===== config.mk =====
export PLATFORM = sky130hd
export DESIGN_NAME = gcd_job_feeder_flat
export DESIGN_NICKNAME = d
export VERILOG_FILES = /design/src/rtl/gcd_pkg.sv /design/src/rtl/gcd_job_feeder_if.sv /design/src/rtl/gcd_pair_fifo.sv /design/src/rtl/gcd_job_feeder.sv /design/src/flat_wrapper.sv
export SDC_FILE = /design/constraint.sdc
export NUM_CORES = 1
export LEC_CHECK = 0
export BUFFER_PORTS_ARGS = -buffer_cell sky130_fd_sc_hd__buf_2
export CAP_MARGIN = 20
export CORE_ASPECT_RATIO = 1.1
export CORE_MARGIN = 4
export CORE_UTILIZATION = 60
export DETAILED_ROUTE_END_ITERATION = 6
export GPL_TIMING_DRIVEN = 0
export MAX_ROUTING_LAYER = met4
export PLACE_DENSITY = 0.84
export RECOVER_POWER = 100
export SLEW_MARGIN = 5
export SYNTH_ARGS = -nofsm -noshare
export SYNTH_HDL_FRONTEND = slang
export SYNTH_SLANG_ARGS = --single-unit

===== constraint.sdc =====
create_clock -name clk -period 4 [get_ports clk]
set_clock_uncertainty 0.05 [all_clocks]
set_input_delay 0.4 -clock clk [delete_from_list [all_inputs] [get_ports clk]]
set_output_delay 0.4 -clock clk [all_outputs]
set_load 0.03 [all_outputs]

===== src/rtl/gcd_pkg.sv =====
// Shared definitions for the GCD core and its job feeder: default width
// and the feeder's state encoding.
package gcd_pkg;

   localparam int GCD_W = 4;

   typedef enum logic [1:0] {
      IDLE = 2'd0,
      CLR  = 2'd1,
      RUN  = 2'd2
   } state_t;

endpackage


===== src/rtl/gcd_job_feeder_if.sv =====
// User-facing side of the job feeder: operand push, result hand-off and
// sticky error flags. The feeder takes the slave modport.
interface gcd_job_feeder_if #(
   parameter int W = gcd_pkg::GCD_W
);
   logic         push;
   logic [W-1:0] push_x;
   logic [W-1:0] push_y;
   logic         full;
   logic         empty;
   logic         res_valid;
   logic [W-1:0] res_x;
   logic [W-1:0] res_y;
   logic [W-1:0] res_gcd;
   logic         res_ack;
   logic         err_zero;
   logic         err_tmo;

   modport master (
      output push, push_x, push_y, res_ack,
      input  full, empty, res_valid, res_x, res_y, res_gcd, err_zero, err_tmo
   );

   modport slave (
      input  push, push_x, push_y, res_ack,
      output full, empty, res_valid, res_x, res_y, res_gcd, err_zero, err_tmo
   );
endinterface


===== src/rtl/gcd_pair_fifo.sv =====
// Small synchronous FIFO of {x,y} operand pairs. Pointers carry one extra
// wrap bit so full and empty are told apart without a counter. The head is
// read combinationally so the core sees the operands as soon as an entry
// lands; at this depth the storage is a plain register file.
module gcd_pair_fifo
   import gcd_pkg::*;
#(
   parameter int W     = GCD_W,
   parameter int DEPTH = 4
) (
   input  logic           clk,
   input  logic           reset,
   input  logic           push,
   input  logic           pop,
   input  logic [2*W-1:0] din,
   output logic           full,
   output logic           empty,
   output logic [2*W-1:0] head
);
   localparam int AW = $clog2(DEPTH);

   logic [AW:0]    wr_ptr_reg;
   logic [AW:0]    rd_ptr_reg;
   logic [2*W-1:0] mem_reg [DEPTH];
   logic           push_ok;
   logic           pop_ok;

   assign full    = (wr_ptr_reg[AW] != rd_ptr_reg[AW]) &&
                    (wr_ptr_reg[AW-1:0] == rd_ptr_reg[AW-1:0]);
   assign empty   = (wr_ptr_reg == rd_ptr_reg);
   assign push_ok = push & ~full;
   assign pop_ok  = pop & ~empty;
   assign head    = mem_reg[rd_ptr_reg[AW-1:0]];

   // Pointer update; push and pop may happen in the same cycle.
   always_ff @(posedge clk) begin
      if (reset) begin
         wr_ptr_reg <= '0;
         rd_ptr_reg <= '0;
      end else begin
         if (push_ok) wr_ptr_reg <= wr_ptr_reg + 1'b1;
         if (pop_ok)  rd_ptr_reg <= rd_ptr_reg + 1'b1;
      end
   end

   // One write-enabled register per entry; contents need no reset.
   generate
      for (genvar gi = 0; gi < DEPTH; gi++) begin : g_entry
         always_ff @(posedge clk) begin
            if (push_ok && (wr_ptr_reg[AW-1:0] == AW'(gi)))
               mem_reg[gi] <= din;
         end
      end
   endgenerate
endmodule


===== src/rtl/gcd_job_feeder.sv =====
// Queues operand pairs and runs them through the GCD core one at a time:
// pulse the core's reset, hold Start with the operands until Done (or a
// timeout), then capture the result. Zero operands are refused because
// they would never terminate the core's subtract loop.
module gcd_job_feeder
   import gcd_pkg::*;
#(
   parameter int W       = GCD_W,
   parameter int DEPTH   = 4,
   parameter int TIMEOUT = 255
) (
   input  logic         clk,
   input  logic         reset,
   gcd_job_feeder_if.slave job,
   output logic         core_rst,
   output logic         core_start,
   output logic [W-1:0] core_x,
   output logic [W-1:0] core_y,
   input  logic         core_done,
   input  logic [W-1:0] core_gcd
);
   localparam int TW = $clog2(TIMEOUT + 1);
   localparam logic [TW-1:0] TMO_LAST = TW'(TIMEOUT - 1);

   state_t         state_reg;
   logic [TW-1:0]  timer_reg;
   logic           res_valid_reg;
   logic [W-1:0]   res_x_reg;
   logic [W-1:0]   res_y_reg;
   logic [W-1:0]   res_gcd_reg;
   logic           err_zero_reg;
   logic           err_tmo_reg;

   logic           push_zero;
   logic           fifo_push;
   logic           fifo_pop;
   logic           fifo_full;
   logic           fifo_empty;
   logic [2*W-1:0] fifo_head;
   logic           run_timeout;

   assign push_zero   = job.push & ((job.push_x == '0) | (job.push_y == '0));
   assign fifo_push   = job.push & ~push_zero;
   assign run_timeout = (timer_reg == TMO_LAST);
   // A job leaves the queue whether it finished or timed out.
   assign fifo_pop    = (state_reg == RUN) & (core_done | run_timeout);

   gcd_pair_fifo #(
      .W     (W),
      .DEPTH (DEPTH)
   ) u_fifo (
      .clk   (clk),
      .reset (reset),
      .push  (fifo_push),
      .pop   (fifo_pop),
      .din   ({job.push_x, job.push_y}),
      .full  (fifo_full),
      .empty (fifo_empty),
      .head  (fifo_head)
   );

   // Core drive is a pure function of the registered state; reset reaches
   // the core directly so it is cleared in the same cycle.
   assign core_rst   = reset | (state_reg == CLR);
   assign core_start = (state_reg == RUN);
   assign core_x     = fifo_head[2*W-1:W];
   assign core_y     = fifo_head[W-1:0];

   assign job.full      = fifo_full;
   assign job.empty     = fifo_empty;
   assign job.res_valid = res_valid_reg;
   assign job.res_x     = res_x_reg;
   assign job.res_y     = res_y_reg;
   assign job.res_gcd   = res_gcd_reg;
   assign job.err_zero  = err_zero_reg;
   assign job.err_tmo   = err_tmo_reg;

   // Sticky flag for refused zero-operand pushes.
   always_ff @(posedge clk) begin
      if (reset)          err_zero_reg <= 1'b0;
      else if (push_zero) err_zero_reg <= 1'b1;
   end

   // Job sequencer: IDLE -> CLR (core reset) -> RUN (until done/timeout).
   always_ff @(posedge clk) begin
      if (reset) begin
         state_reg     <= IDLE;
         timer_reg     <= '0;
         res_valid_reg <= 1'b0;
         res_x_reg     <= '0;
         res_y_reg     <= '0;
         res_gcd_reg   <= '0;
         err_tmo_reg   <= 1'b0;
      end else begin
         if (job.res_ack && res_valid_reg)
            res_valid_reg <= 1'b0;
         case (state_reg)
            IDLE: begin
               // A pending result holds off the next job.
               if (!fifo_empty && !res_valid_reg)
                  state_reg <= CLR;
            end
            CLR: begin
               // Done from the previous job is cleared by this edge.
               timer_reg <= '0;
               state_reg <= RUN;
            end
            RUN: begin
               // Stops at TIMEOUT at most, so the counter never wraps.
               timer_reg <= timer_reg + 1'b1;
               if (core_done) begin
                  res_x_reg     <= core_x;
                  res_y_reg     <= core_y;
                  res_gcd_reg   <= core_gcd;
                  res_valid_reg <= 1'b1;
                  state_reg     <= IDLE;
               end else if (run_timeout) begin
                  err_tmo_reg <= 1'b1;
                  state_reg   <= IDLE;
               end
            end
            default: state_reg <= IDLE;
         endcase
      end
   end
endmodule

===== src/flat_wrapper.sv =====
// flat-port wrapper written by rule: the top's interface ports become plain ports
module gcd_job_feeder_flat import gcd_pkg::*;
#(
   parameter int W       = GCD_W,
   parameter int DEPTH   = 4,
   parameter int TIMEOUT = 255
)
  (clk, reset, core_rst, core_start, core_x, core_y, core_done, core_gcd, job_push, job_push_x, job_push_y, job_res_ack, job_full, job_empty, job_res_valid, job_res_x, job_res_y, job_res_gcd, job_err_zero, job_err_tmo);
  gcd_job_feeder_if #(.W(W)) job_i ();
  input  logic clk;
  input  logic reset;
  output logic core_rst;
  output logic core_start;
  output logic [W-1:0] core_x;
  output logic [W-1:0] core_y;
  input  logic core_done;
  input  logic [W-1:0] core_gcd;
  input wire logic [$bits(job_i.push)-1:0] job_push;
  input wire logic [$bits(job_i.push_x)-1:0] job_push_x;
  input wire logic [$bits(job_i.push_y)-1:0] job_push_y;
  input wire logic [$bits(job_i.res_ack)-1:0] job_res_ack;
  output wire logic [$bits(job_i.full)-1:0] job_full;
  output wire logic [$bits(job_i.empty)-1:0] job_empty;
  output wire logic [$bits(job_i.res_valid)-1:0] job_res_valid;
  output wire logic [$bits(job_i.res_x)-1:0] job_res_x;
  output wire logic [$bits(job_i.res_y)-1:0] job_res_y;
  output wire logic [$bits(job_i.res_gcd)-1:0] job_res_gcd;
  output wire logic [$bits(job_i.err_zero)-1:0] job_err_zero;
  output wire logic [$bits(job_i.err_tmo)-1:0] job_err_tmo;
  assign job_i.push = job_push;
  assign job_i.push_x = job_push_x;
  assign job_i.push_y = job_push_y;
  assign job_i.res_ack = job_res_ack;
  assign job_full = job_i.full;
  assign job_empty = job_i.empty;
  assign job_res_valid = job_i.res_valid;
  assign job_res_x = job_i.res_x;
  assign job_res_y = job_i.res_y;
  assign job_res_gcd = job_i.res_gcd;
  assign job_err_zero = job_i.err_zero;
  assign job_err_tmo = job_i.err_tmo;
  gcd_job_feeder #(.W(W), .DEPTH(DEPTH), .TIMEOUT(TIMEOUT)) u_core (.clk(clk), .reset(reset), .job(job_i), .core_rst(core_rst), .core_start(core_start), .core_x(core_x), .core_y(core_y), .core_done(core_done), .core_gcd(core_gcd));
endmodule

==> results of run 1 <==
power breakdown:
group          switching (mW)  internal (mW)
Clock                   0.236          0.366
Sequential             0.0162          0.731
Combinational           0.160         0.0759
layout by cell type, fill, tap and decap left out, types with 2 or more instances in the layout:
cell and n:
buf_2 7, xnor2_1 3, nor2_1 10, nand2_1 29, mux2_1 2, xor2_1 5
and3_1 6, clkbuf_1 45, clkbuf_8 10, inv_1 8, mux4_2 8, bufinv_16 2
dfxtp_1 33, nand3_1 5, nand4_1 4, edfxtp_1 32, ha_1 11, clkinvlp_4 2
mux2i_1 3, a21oi_1 19, o31a_1 2, nor2b_1 3, o21ai_0 3, nand2b_1 9
layout make-up:
cell class / instances / area (um2)
Timing Repair Buffer: 43 / 170.2
Tap cell: 54 / 67.56
Buffer: 9 / 33.78
Sequential cell: 65 / 1622
Fill cell: 325 / 1201
Clock inverter: 5 / 78.83
Multi-Input combinational cell: 138 / 1003
Clock buffer: 11 / 141.4
Inverter: 8 / 30.03
stage by stage:
| step | cells | util [%] |
|---|---|---|
| 2_1_floorplan | 220 | - |
| 3_3_place_gp | 317 | 69.15 |
| 3_5_place_dp | 317 | 69.15 |
| 4_1_cts | 333 | 74.22 |
| 5_1_grt | 333 | 72.37 |
| 6_report | 333 | 72.37 |
cell families (layout without fill, tap and decap cells):
kind of cell | Yosys count | count (layout)
adders and majority gates | 11 | 11
and+or+nand+nor | 77 | 77
muxes | 14 | 14
DFF | 65 | 65
buffers and inverters | 17 | 76
xor gates and xnor gates | 8 | 8
AOI/OAI and AO/OA | 28 | 28
tightest hold or removal path, delay by kind of cell:
kind	cells	cell delay [ns]
buffers and inverters	1	0.09
AO/OA/AOI/OAI	1	0.05
AND/OR/NAND/NOR	1	0.04
how the worst max path moves through the flow:
| stage | startpoint | endpoint | slack (ns) | depth (start not counted) |
|---|---|---|---|---|
| after floorplan | job_push_y[1] | u_core.u_fifo.wr_ptr_reg[2]$_SDFFE_PP0N_ | 2.20 | 4 |
| after global placement | job_push_y[1] | u_core.u_fifo.wr_ptr_reg[2]$_SDFFE_PP0N_ | 2.00 | 5 |
| after detailed placement | job_push_y[1] | u_core.u_fifo.wr_ptr_reg[2]$_SDFFE_PP0N_ | 1.99 | 5 |
| after CTS | flip-flop | core_x[3] | 1.80 | 3 |
| after global routing | flip-flop | core_x[3] | 1.39 | 3 |
| final | flip-flop | core_x[3] | 1.53 | 3 |
layer usage:
metal | share of wire, % | GRT usage (%) | wire [um] | vias up
met2 | 49 | 31.88 | 2523 | 60
met1 | 42 | 26.00 | 2146 | 872
met3 | 5.9 | 4.994 | 305 | 16
met4 | 3.2 | 13.91 | 163 | 0
met5 | 0 | - | 0 | -
li1 | - | - | - | 894
==> out/metrics.csv, run 1 <==
stage,metric,value,unit
status,outcome,"complete, no violations",
synthesis,mapped cell area,0.002724,mm2
synthesis,"EDFF count, synth",32,
synthesis,Compound-Gate Fraction of Synth Area,6.201,%
placed_design,DP Area,0.003007,mm2
synthesis,top-count cell post-synth,dfxtp_1,
global_route,Overflow after GRT,0,
worst_setup_path,Top Family by Delay on Critical Path,buffers and inverters,
global_route,first-pass GRT wire length,8797,um
worst_setup_path,most frequent CP cell,clkbuf_1,
sta,setup_tns,0,ns
synthesis,post-synth top area share,35.28,%
power,Lkg Pwr,1.105,nW
worst_setup_path,"Cell Chain, Critical Path","clkbuf_1, mux4_2, clkbuf_1",
clock_tree,CTS max path bufs,2,
synthesis,Yosys reg bits,65,
final_layout,# diodes,0,
min_path,Worst Hold End,u_core.job.res_gcd[3]$_SDFFE_PP0P_,
clock_tree,CTS tree,done,
drt,WL/cell,15.43,um
sta,f_max,0.4048,GHz
clock_tree,Inserted Clock Buffers,9,
die,die span in x,72.24,um
placed_design,PortBufs,43,
clock_tree,clock insertion delay at the later pin of the skew report,0.33,ns
sta,Worst Tran Pin Value,0.6746,ns
final_layout,cell area after layout,0.003147,mm2
die,full die area,0.005683,mm2
worst_setup_path,crit path kind,flip-flop to output pin,
synthesis,synth warn,0,
worst_setup_path,max incr delay on CP,0.63,ns
final_layout,P&R area growth vs syn,15.53,%
final_layout,share of cells above drive strength 1,11.83,%
die,row cnt,25,
placed_design,gpl congestion,0.7810,
final_layout,max reg flops,32,
placed_design,pre-CTS setup slack,1.989,ns
sta,Final Hold Viols,0,
sta,count of final setup violators,0,
final_layout,nets,302,
die,chip height,78.67,um
worst_setup_path,reg2reg path depth,5,
clock_tree,Root Driver,clkbuf_8,
job,maxcap violations,0,
worst_setup_path,CP Max Fanout,8,
sta,RSZ-0062 raised after global routing,no,
power,maximum vdd drop,0.3643,mV
synthesis,Synth Area in XOR/XNOR,2.572,%
global_route,vias in the first global route,1831,
clock_tree,# resized after CTS,0,
die,core area,0.004348,mm2
synthesis,predominant post-synthesis flop cell,dfxtp_1,
min_path,worst hold stages,3,
global_route,antenna violations before repair,0,
synthesis,largest family of logic cells by synthesized area,simple AND/OR/NAND/NOR gates,
synthesis,"area leader, netlist",edfxtp_1,
worst_setup_path,buffers and inverters on the worst path,2,
synthesis,"FFs w/ async S/R, synth",0,%
drt,Initial DRC Count,131,
sta,Final period util,61.76,%
drt,Detail Route Antenna Nets,0,
worst_setup_path,worst r2r src,u_core.u_fifo.rd_ptr_reg[2]$_SDFFE_PP0P_,
min_path,Hold WC Path Type,primary input to flip-flop,
worst_setup_path,arrival time worst endpoint,2.02,ns
sta,crit path time final,2.471,ns
global_route,largest net degree at the start of global routing,12,
synthesis,post-synthesis mux area share,9.095,%
worst_setup_path,startpoint types,flip-flop,
sta,Slew Limit Fails,0,
placed_design,placed wire-length estimate,3634,um
clock_tree,post-CTS setup buffers,0,
synthesis,Cells after Synth,220,
sta,final worst setup slack,1.529,ns
synthesis,Syn Area/Cell,12.38,um2
power,total power,1.585,mW
synthesis,simple-gate share of the synthesized area,15.11,%
drt,DRC violations left,0,
power,pwr dens,503.7,mW/mm2
synthesis,Area contributors post-synth,"edfxtp_1, dfxtp_1, mux4_2, ha_1, nand2_1",
drt,vias per inst,5.532,
synthesis,"Seq/Total Area, Yosys",59.53,%
worst_setup_path,CP endpoint kind,output pin,
clock_tree,clk sink count,65,
drt,total iterations of the first detailed-routing run,4,
synthesis,post-synthesis adder-cell area fraction,5.053,%
die,initial core utilization,62.65,%
clock_tree,Post-CTS Hold Buffers,0,
worst_setup_path,CP Data Required Time,3.55,ns
die,I/O Pins,44,
drt,overall routed net length,5139,um
synthesis,leading cell types by count after synthesis,"dfxtp_1, edfxtp_1, nand2_1",
clock_tree,clock transition at the registers of the reported paths,0.07,ns
global_route,GRT Total Usage,21.43,%
sta,hold slack final,0.2490,ns
sta,Slew HR,55.03,%
synthesis,"Distinct cells, synth",38,
worst_setup_path,slowest CP cell,mux4_2,
clock_tree,# H-tree levels,3,
synthesis,post-synthesis net count,248,
worst_setup_path,Worst R2R Setup Slack,1.97,ns
drt,via count,1842,
min_path,Worst Hold Launch,core_gcd[3],
No activity file was read; power rests on OpenSTA's default activity.
==> inputs of run 2 (changes only) <==
--- a/config.mk
+++ b/config.mk
@@ -9,11 +9,11 @@
 export CAP_MARGIN = 20
 export CORE_ASPECT_RATIO = 1.1
 export CORE_MARGIN = 4
-export CORE_UTILIZATION = 60
+export CORE_UTILIZATION = 50
 export DETAILED_ROUTE_END_ITERATION = 6
 export GPL_TIMING_DRIVEN = 0
 export MAX_ROUTING_LAYER = met4
-export PLACE_DENSITY = 0.84
+export PLACE_DENSITY = 0.75
 export RECOVER_POWER = 100
 export SLEW_MARGIN = 5
 export SYNTH_ARGS = -nofsm -noshare
==> constraint.sdc (replaced) <==
create_clock -name clk -period 2.16 [get_ports clk]
set_clock_uncertainty 0.05 [all_clocks]
set_input_delay 0.216 -clock clk [delete_from_list [all_inputs] [get_ports clk]]
set_output_delay 0.216 -clock clk [all_outputs]
set_load 0.03 [all_outputs]
==> run 2 against run 1 <==
Effect of this change: sequential share of layout area down 0.33 points; non-clock buffer count stayed put; clock power rose by 68%; critical path type unchanged; critical endpoint is now core_y[2]; largest power group unchanged.
==> out/metrics.csv, run 2 (synthesis gave the netlist of run 1 again) <==
stage,metric,value,unit,change
placed_design,DP Area,0.003029,mm2,+0.75%
clock_tree,# resized after CTS,0,,unchanged
power,Lkg Pwr,1.126,nW,+1.9%
drt,Initial DRC Count,105,,-20%
worst_setup_path,CP Data Required Time,1.89,ns,-1.66 ns
worst_setup_path,CP Max Fanout,8,,unchanged
clock_tree,clock transition at the registers of the reported paths,0.08,ns,about the same
worst_setup_path,arrival time worst endpoint,1.70,ns,-0.32 ns
clock_tree,CTS tree,done,,
drt,WL/cell,14.35,um,-7.0%
die,initial core utilization,53.05,%,-9.6 points
power,net switching power,0.8445,mW,+100%
die,die span in x,78.38,um,+8.5%
worst_setup_path,max incr delay on CP,0.58,ns,-0.05 ns
global_route,largest net degree at the start of global routing,14,,+2
power,maximum vdd drop,0.5215,mV,+43%
worst_setup_path,Worst R2R Setup Slack,0.24,ns,-1.73 ns
die,I/O Pins,44,,unchanged
min_path,Hold WC Path Type,primary input to flip-flop,,
final_layout,"commonest non-fill, non-tap cell in the layout",clkbuf_1,,
sta,Final period util,91.15,%,
sta,setup_tns,0,ns,unchanged
sta,Worst Tran Pin Value,0.5538,ns,-0.1208 ns
sta,Slew HR,63.08,%,+8.1 points
die,core area,0.005135,mm2,+18%
job,maxcap violations,0,,unchanged
final_layout,max reg flops,32,,unchanged
placed_design,PortBufs,43,,unchanged
drt,vias per inst,5.162,,-6.7%
sta,RSZ-0062 raised after global routing,no,,
clock_tree,CTS max path bufs,2,,unchanged
power,Clk pwr share,35.6,%,-2.4 points
sta,Slew Limit Fails,0,,unchanged
worst_setup_path,slowest CP cell,mux4_2,,
clock_tree,post-CTS setup buffers,0,,unchanged
drt,total iterations of the first detailed-routing run,4,,unchanged
power,Comb pwr share,15.8,%,+0.9 points
global_route,antenna violations before repair,0,,unchanged
sta,crit path time final,1.969,ns,
power,Int Pwr,1.997,mW,+70%
clock_tree,clk sink count,65,,unchanged
status,outcome,"complete, no violations",,
global_route,GRT Total Usage,16.76,%,-4.7 points
clock_tree,# H-tree levels,3,,unchanged
final_layout,cell area after layout,0.003167,mm2,+0.64%
placed_design,gpl congestion,0.7717,,-1.2%
clock_tree,Inserted Clock Buffers,9,,unchanged
global_route,first-pass GRT wire length,8259,um,-6.1%
final_layout,P&R area growth vs syn,16.26,%,
sta,f_max,0.5079,GHz,
clock_tree,clock insertion delay at the later pin of the skew report,0.35,ns,+0.02 ns
die,chip height,85.41,um,+8.6%
drt,DRC violations left,0,,unchanged
power,sequential share of power,48.6,%,+1.5 points
final_layout,sequential cell area,0.001622,mm2,unchanged
worst_setup_path,CP endpoint kind,output pin,,
placed_design,placed wire-length estimate,3532,um,-2.8%
power,Net Sw Frac,29.72,%,+3.7 points
clock_tree,Post-CTS Hold Buffers,0,,unchanged
worst_setup_path,crit path kind,flip-flop to output pin,,
die,row cnt,27,,+8.0%
die,full die area,0.006694,mm2,+18%
sta,count of final setup violators,0,,unchanged
drt,overall routed net length,5037,um,-2.0%
drt,Detail Route Antenna Nets,0,,unchanged
final_layout,fill cell count,447,,+38%
power,pwr dens,897.3,mW/mm2,+78%
global_route,vias in the first global route,1751,,-4.4%
global_route,Overflow after GRT,0,,unchanged
worst_setup_path,startpoint types,flip-flop,,
sta,hold slack final,0.05516,ns,-0.1938 ns
worst_setup_path,"Cell Chain, Critical Path","buf_2, mux4_2, clkbuf_2",,
final_layout,share of cells above drive strength 1,16.85,%,+5.0 points
drt,via count,1812,,-1.6%
clock_tree,Root Driver,clkbuf_8,,
final_layout,nets,302,,unchanged
final_layout,most frequent cells in the layout,"clkbuf_1, dfxtp_1, edfxtp_1",,
sta,Final Hold Viols,0,,unchanged
final_layout,multi-input logic area,0.001012,mm2,+0.87%
final_layout,# diodes,0,,unchanged
==> run 2: area by class of cell <==
type | count | share of cell area, %
tap | 72 | 2.845
timing repair buffer | 43 | 5.689
sequential | 65 | 51.21
buffer | 9 | 1.106
clock buffer | 10 | 4.702
inverter | 8 | 0.9482
multi-input combinational | 138 | 31.96
clock inverter | 6 | 1.541
==> run 2: power groups by stage <==
stage	sequential, mW	clock [mW]	combinational (mW)
2_1_floorplan	1.44	0	0.309
3_3_place_gp	1.41	0	0.461
3_5_place_dp	1.41	0	0.470
4_1_cts	1.38	1.03	0.475
5_1_grt	1.39	1.08	0.494
6_report	1.38	1.01	0.450
==> run 2: worst max-delay path, delay by kind of cell (launching register included) <==
kind | cells | cell delay [ns]
buffers and inverters | 2 | 0.47
muxes | 1 | 0.58
DFF | 1 | 0.30
==> run 2: through the flow <==
step / util, % / instances / worst slack [ns] / total power [mW]
2_1_floorplan: - / 220 / 0.3903 / 1.746
3_5_place_dp: 58.99 / 335 / 0.2703 / 1.879
4_1_cts: 62.84 / 351 / 0.1594 / 2.882
3_3_place_gp: 58.99 / 335 / 0.2994 / 1.868
5_1_grt: 61.67 / 351 / 0.09313 / 2.966
6_report: 61.67 / 351 / 0.1911 / 2.841
==> run 2: path summary, 6_finish.rpt <==
path	endpoint	start	cells past startpoint
max reg2reg	flip-flop	u_core.u_fifo.wr_ptr_reg[2]$_SDFFE_PP0N_	5
min	u_core.job.res_gcd[2]$_SDFFE_PP0P_	core_gcd[2]	3
max	core_y[2]	flip-flop	3
min reg2reg	u_core.job.res_gcd[0]$_SDFFE_PP0P_	u_core.job.res_gcd[0]$_SDFFE_PP0P_	2
==> run 2: per-layer routing <==
| layer | vias to the layer above | wire length (um) | track usage, % |
|---|---|---|---|
| met1 | 860 | 2365 | 20.89 |
| li1 | 898 | - | - |
| met5 | - | 0 | - |
| met3 | 11 | 280 | 6.369 |
| met2 | 43 | 2308 | 24.84 |
| met4 | 0 | 82 | 6.200 |
==> inputs of run 3 (changes only) <==
==> constraint.sdc (replaced) <==
create_clock -name clk -period 2.16 [get_ports clk]
set_clock_uncertainty 0.05 [all_clocks]
set_input_delay 0.216 -clock clk [delete_from_list [all_inputs] [get_ports clk]]
set_output_delay 0.216 -clock clk [all_outputs]
set_load 0.02 [all_outputs]
==> run 3 against run 2 <==
Effect of this change: combinational power fell by 7.8%; die area stayed put; clock power is essentially flat; via count down 0.66%; design area decreased by 0.32%; count of clock-buffer cells in the layout unchanged; critical path depth did not move; largest cell class unchanged.
==> out/metrics.csv, run 3 (synthesis gave the netlist of run 1 again) <==
stage,metric,value,unit,change
status,outcome,"complete, no violations",,
clock_tree,post-CTS setup buffers,0,,unchanged
clock_tree,Post-CTS Hold Buffers,0,,unchanged
die,full die area,0.006694,mm2,unchanged
power,pwr dens,888.5,mW/mm2,-0.98%
sta,Final Hold Viols,0,,unchanged
sta,Slew HR,63.33,%,+0.25 points
worst_setup_path,CP Max Fanout,8,,unchanged
worst_setup_path,max incr delay on CP,0.58,ns,about the same
global_route,first-pass GRT wire length,8259,um,unchanged
power,maximum vdd drop,0.5197,mV,-0.35%
global_route,largest net degree at the start of global routing,14,,unchanged
drt,Initial DRC Count,103,,-1.9%
sta,setup_tns,0,ns,unchanged
sta,Final period util,90.21,%,-0.95 points
die,I/O Pins,44,,unchanged
clock_tree,CTS max path bufs,2,,unchanged
drt,via count,1800,,-0.66%
worst_setup_path,arrival time worst endpoint,1.68,ns,-0.02 ns
worst_setup_path,"Cell Chain, Critical Path","buf_2, mux4_2, clkbuf_1",,
worst_setup_path,buffers and inverters on the worst path,2,,unchanged
global_route,antenna violations before repair,0,,unchanged
final_layout,"commonest non-fill, non-tap cell in the layout",clkbuf_1,,
drt,overall routed net length,5027,um,-0.20%
sta,count of final setup violators,0,,unchanged
worst_setup_path,CP Data Required Time,1.89,ns,about the same
sta,Worst Tran Pin Value,0.5500,ns,-0.003817 ns
die,chip height,85.41,um,unchanged
global_route,Overflow after GRT,0,,unchanged
final_layout,nets,302,,unchanged
sta,hold slack final,0.05846,ns,+0.003304 ns
power,Lkg Pwr,1.103,nW,-2.1%
worst_setup_path,CP endpoint kind,output pin,,
sta,crit path time final,1.948,ns,-0.02047 ns
job,maxcap violations,0,,unchanged
final_layout,max reg flops,32,,unchanged
min_path,Hold WC Path Type,primary input to flip-flop,,
clock_tree,clock transition at the registers of the reported paths,0.08,ns,about the same
worst_setup_path,crit path kind,flip-flop to output pin,,
global_route,GRT Total Usage,16.76,%,unchanged
die,row cnt,27,,unchanged
placed_design,placed wire-length estimate,3532,um,unchanged
final_layout,most frequent cells in the layout,"clkbuf_1, dfxtp_1, edfxtp_1",,
worst_setup_path,startpoint types,flip-flop,,
global_route,vias in the first global route,1751,,unchanged
clock_tree,clock insertion delay at the later pin of the skew report,0.34,ns,about the same
clock_tree,# H-tree levels,3,,unchanged
clock_tree,Inserted Clock Buffers,9,,unchanged
sta,Slew Limit Fails,0,,unchanged
worst_setup_path,slowest CP cell,mux4_2,,
clock_tree,CTS tree,done,,
placed_design,gpl congestion,0.7717,,unchanged
clock_tree,clk sink count,65,,unchanged
clock_tree,# resized after CTS,0,,unchanged
final_layout,fin cells,351,,unchanged
placed_design,PortBufs,43,,unchanged
die,initial core utilization,53.05,%,unchanged
drt,Detail Route Antenna Nets,0,,unchanged
drt,total iterations of the first detailed-routing run,4,,unchanged
final_layout,P&R area growth vs syn,15.89,%,
worst_setup_path,Top Family by Delay on Critical Path,multiplexers,,
drt,WL/cell,14.32,um,-0.20%
final_layout,share of cells above drive strength 1,13.98,%,-2.9 points
drt,vias per inst,5.128,,-0.66%
die,die span in x,78.38,um,unchanged
drt,DRC violations left,0,,unchanged
clock_tree,Root Driver,clkbuf_8,,
final_layout,# diodes,0,,unchanged
sta,f_max,0.5132,GHz,+1.1%
placed_design,placed insts,335,,unchanged
sta,RSZ-0062 raised after global routing,no,,
die,core area,0.005135,mm2,unchanged
## run 3: changes by cell type in the layout (fill, tap and decap cells not counted)
cell and change:
clkbuf_1 +8, clkbuf_2 -8
## run 3: cell type report
cell class,count,area (um2)
Fill cell,451,1978
Buffer,9,35.03
Clock inverter,6,48.80
Inverter,8,30.03
Clock buffer,10,148.9
Tap cell,72,90.09
Timing Repair Buffer,43,170.2
Sequential cell,65,1622
Multi-Input combinational cell,138,1012
## run 3: metal layers
| metal | vias up | share of wire, % | global-route usage [%] |
|---|---|---|---|
| li1 | 897 | - | - |
| met1 | 845 | 46 | 20.89 |
| met2 | 49 | 47 | 24.84 |
| met3 | 9 | 5.6 | 6.369 |
| met4 | 0 | 1.5 | 6.200 |
| met5 | - | 0 | - |
## run 3: power by group
part           total (mW)  leakage [nW]  internal, mW  switching (mW)
Clock                1.01        0.0959         0.498           0.512
Combinational       0.415         0.447         0.144           0.271
Sequential           1.38         0.560          1.35          0.0282
## run 3: worst paths after layout
path / from / cells past startpoint / slack [ns] / endpoint
setup reg to reg: u_core.u_fifo.wr_ptr_reg[2]$_SDFFE_PP0N_ / 5 / 0.24 / flip-flop
hold reg to reg: u_core.job.res_gcd[0]$_SDFFE_PP0P_ / 2 / 0.41 / u_core.job.res_gcd[0]$_SDFFE_PP0P_
hold / removal: core_gcd[2] / 3 / 0.06 / u_core.job.res_gcd[2]$_SDFFE_PP0P_
setup / recovery: flip-flop / 3 / 0.21 / core_y[2]
## run 3: through the flow
stage	instance area [um2]	util [%]	power [mW]	setup WS, ns
floorplan	2724	-	1.713	0.4758
global placement	3029	58.99	1.836	0.2994
detailed placement	3029	58.99	1.846	0.2703
CTS	3227	62.84	2.849	0.1781
global route	3157	61.48	2.930	0.1046
finish	3157	61.48	2.805	0.2116
## run 3: tightest hold or removal path, stage by stage
cell and delay, ns:
buf_2 0.09, nand2_1 0.04, a21oi_1 0.05
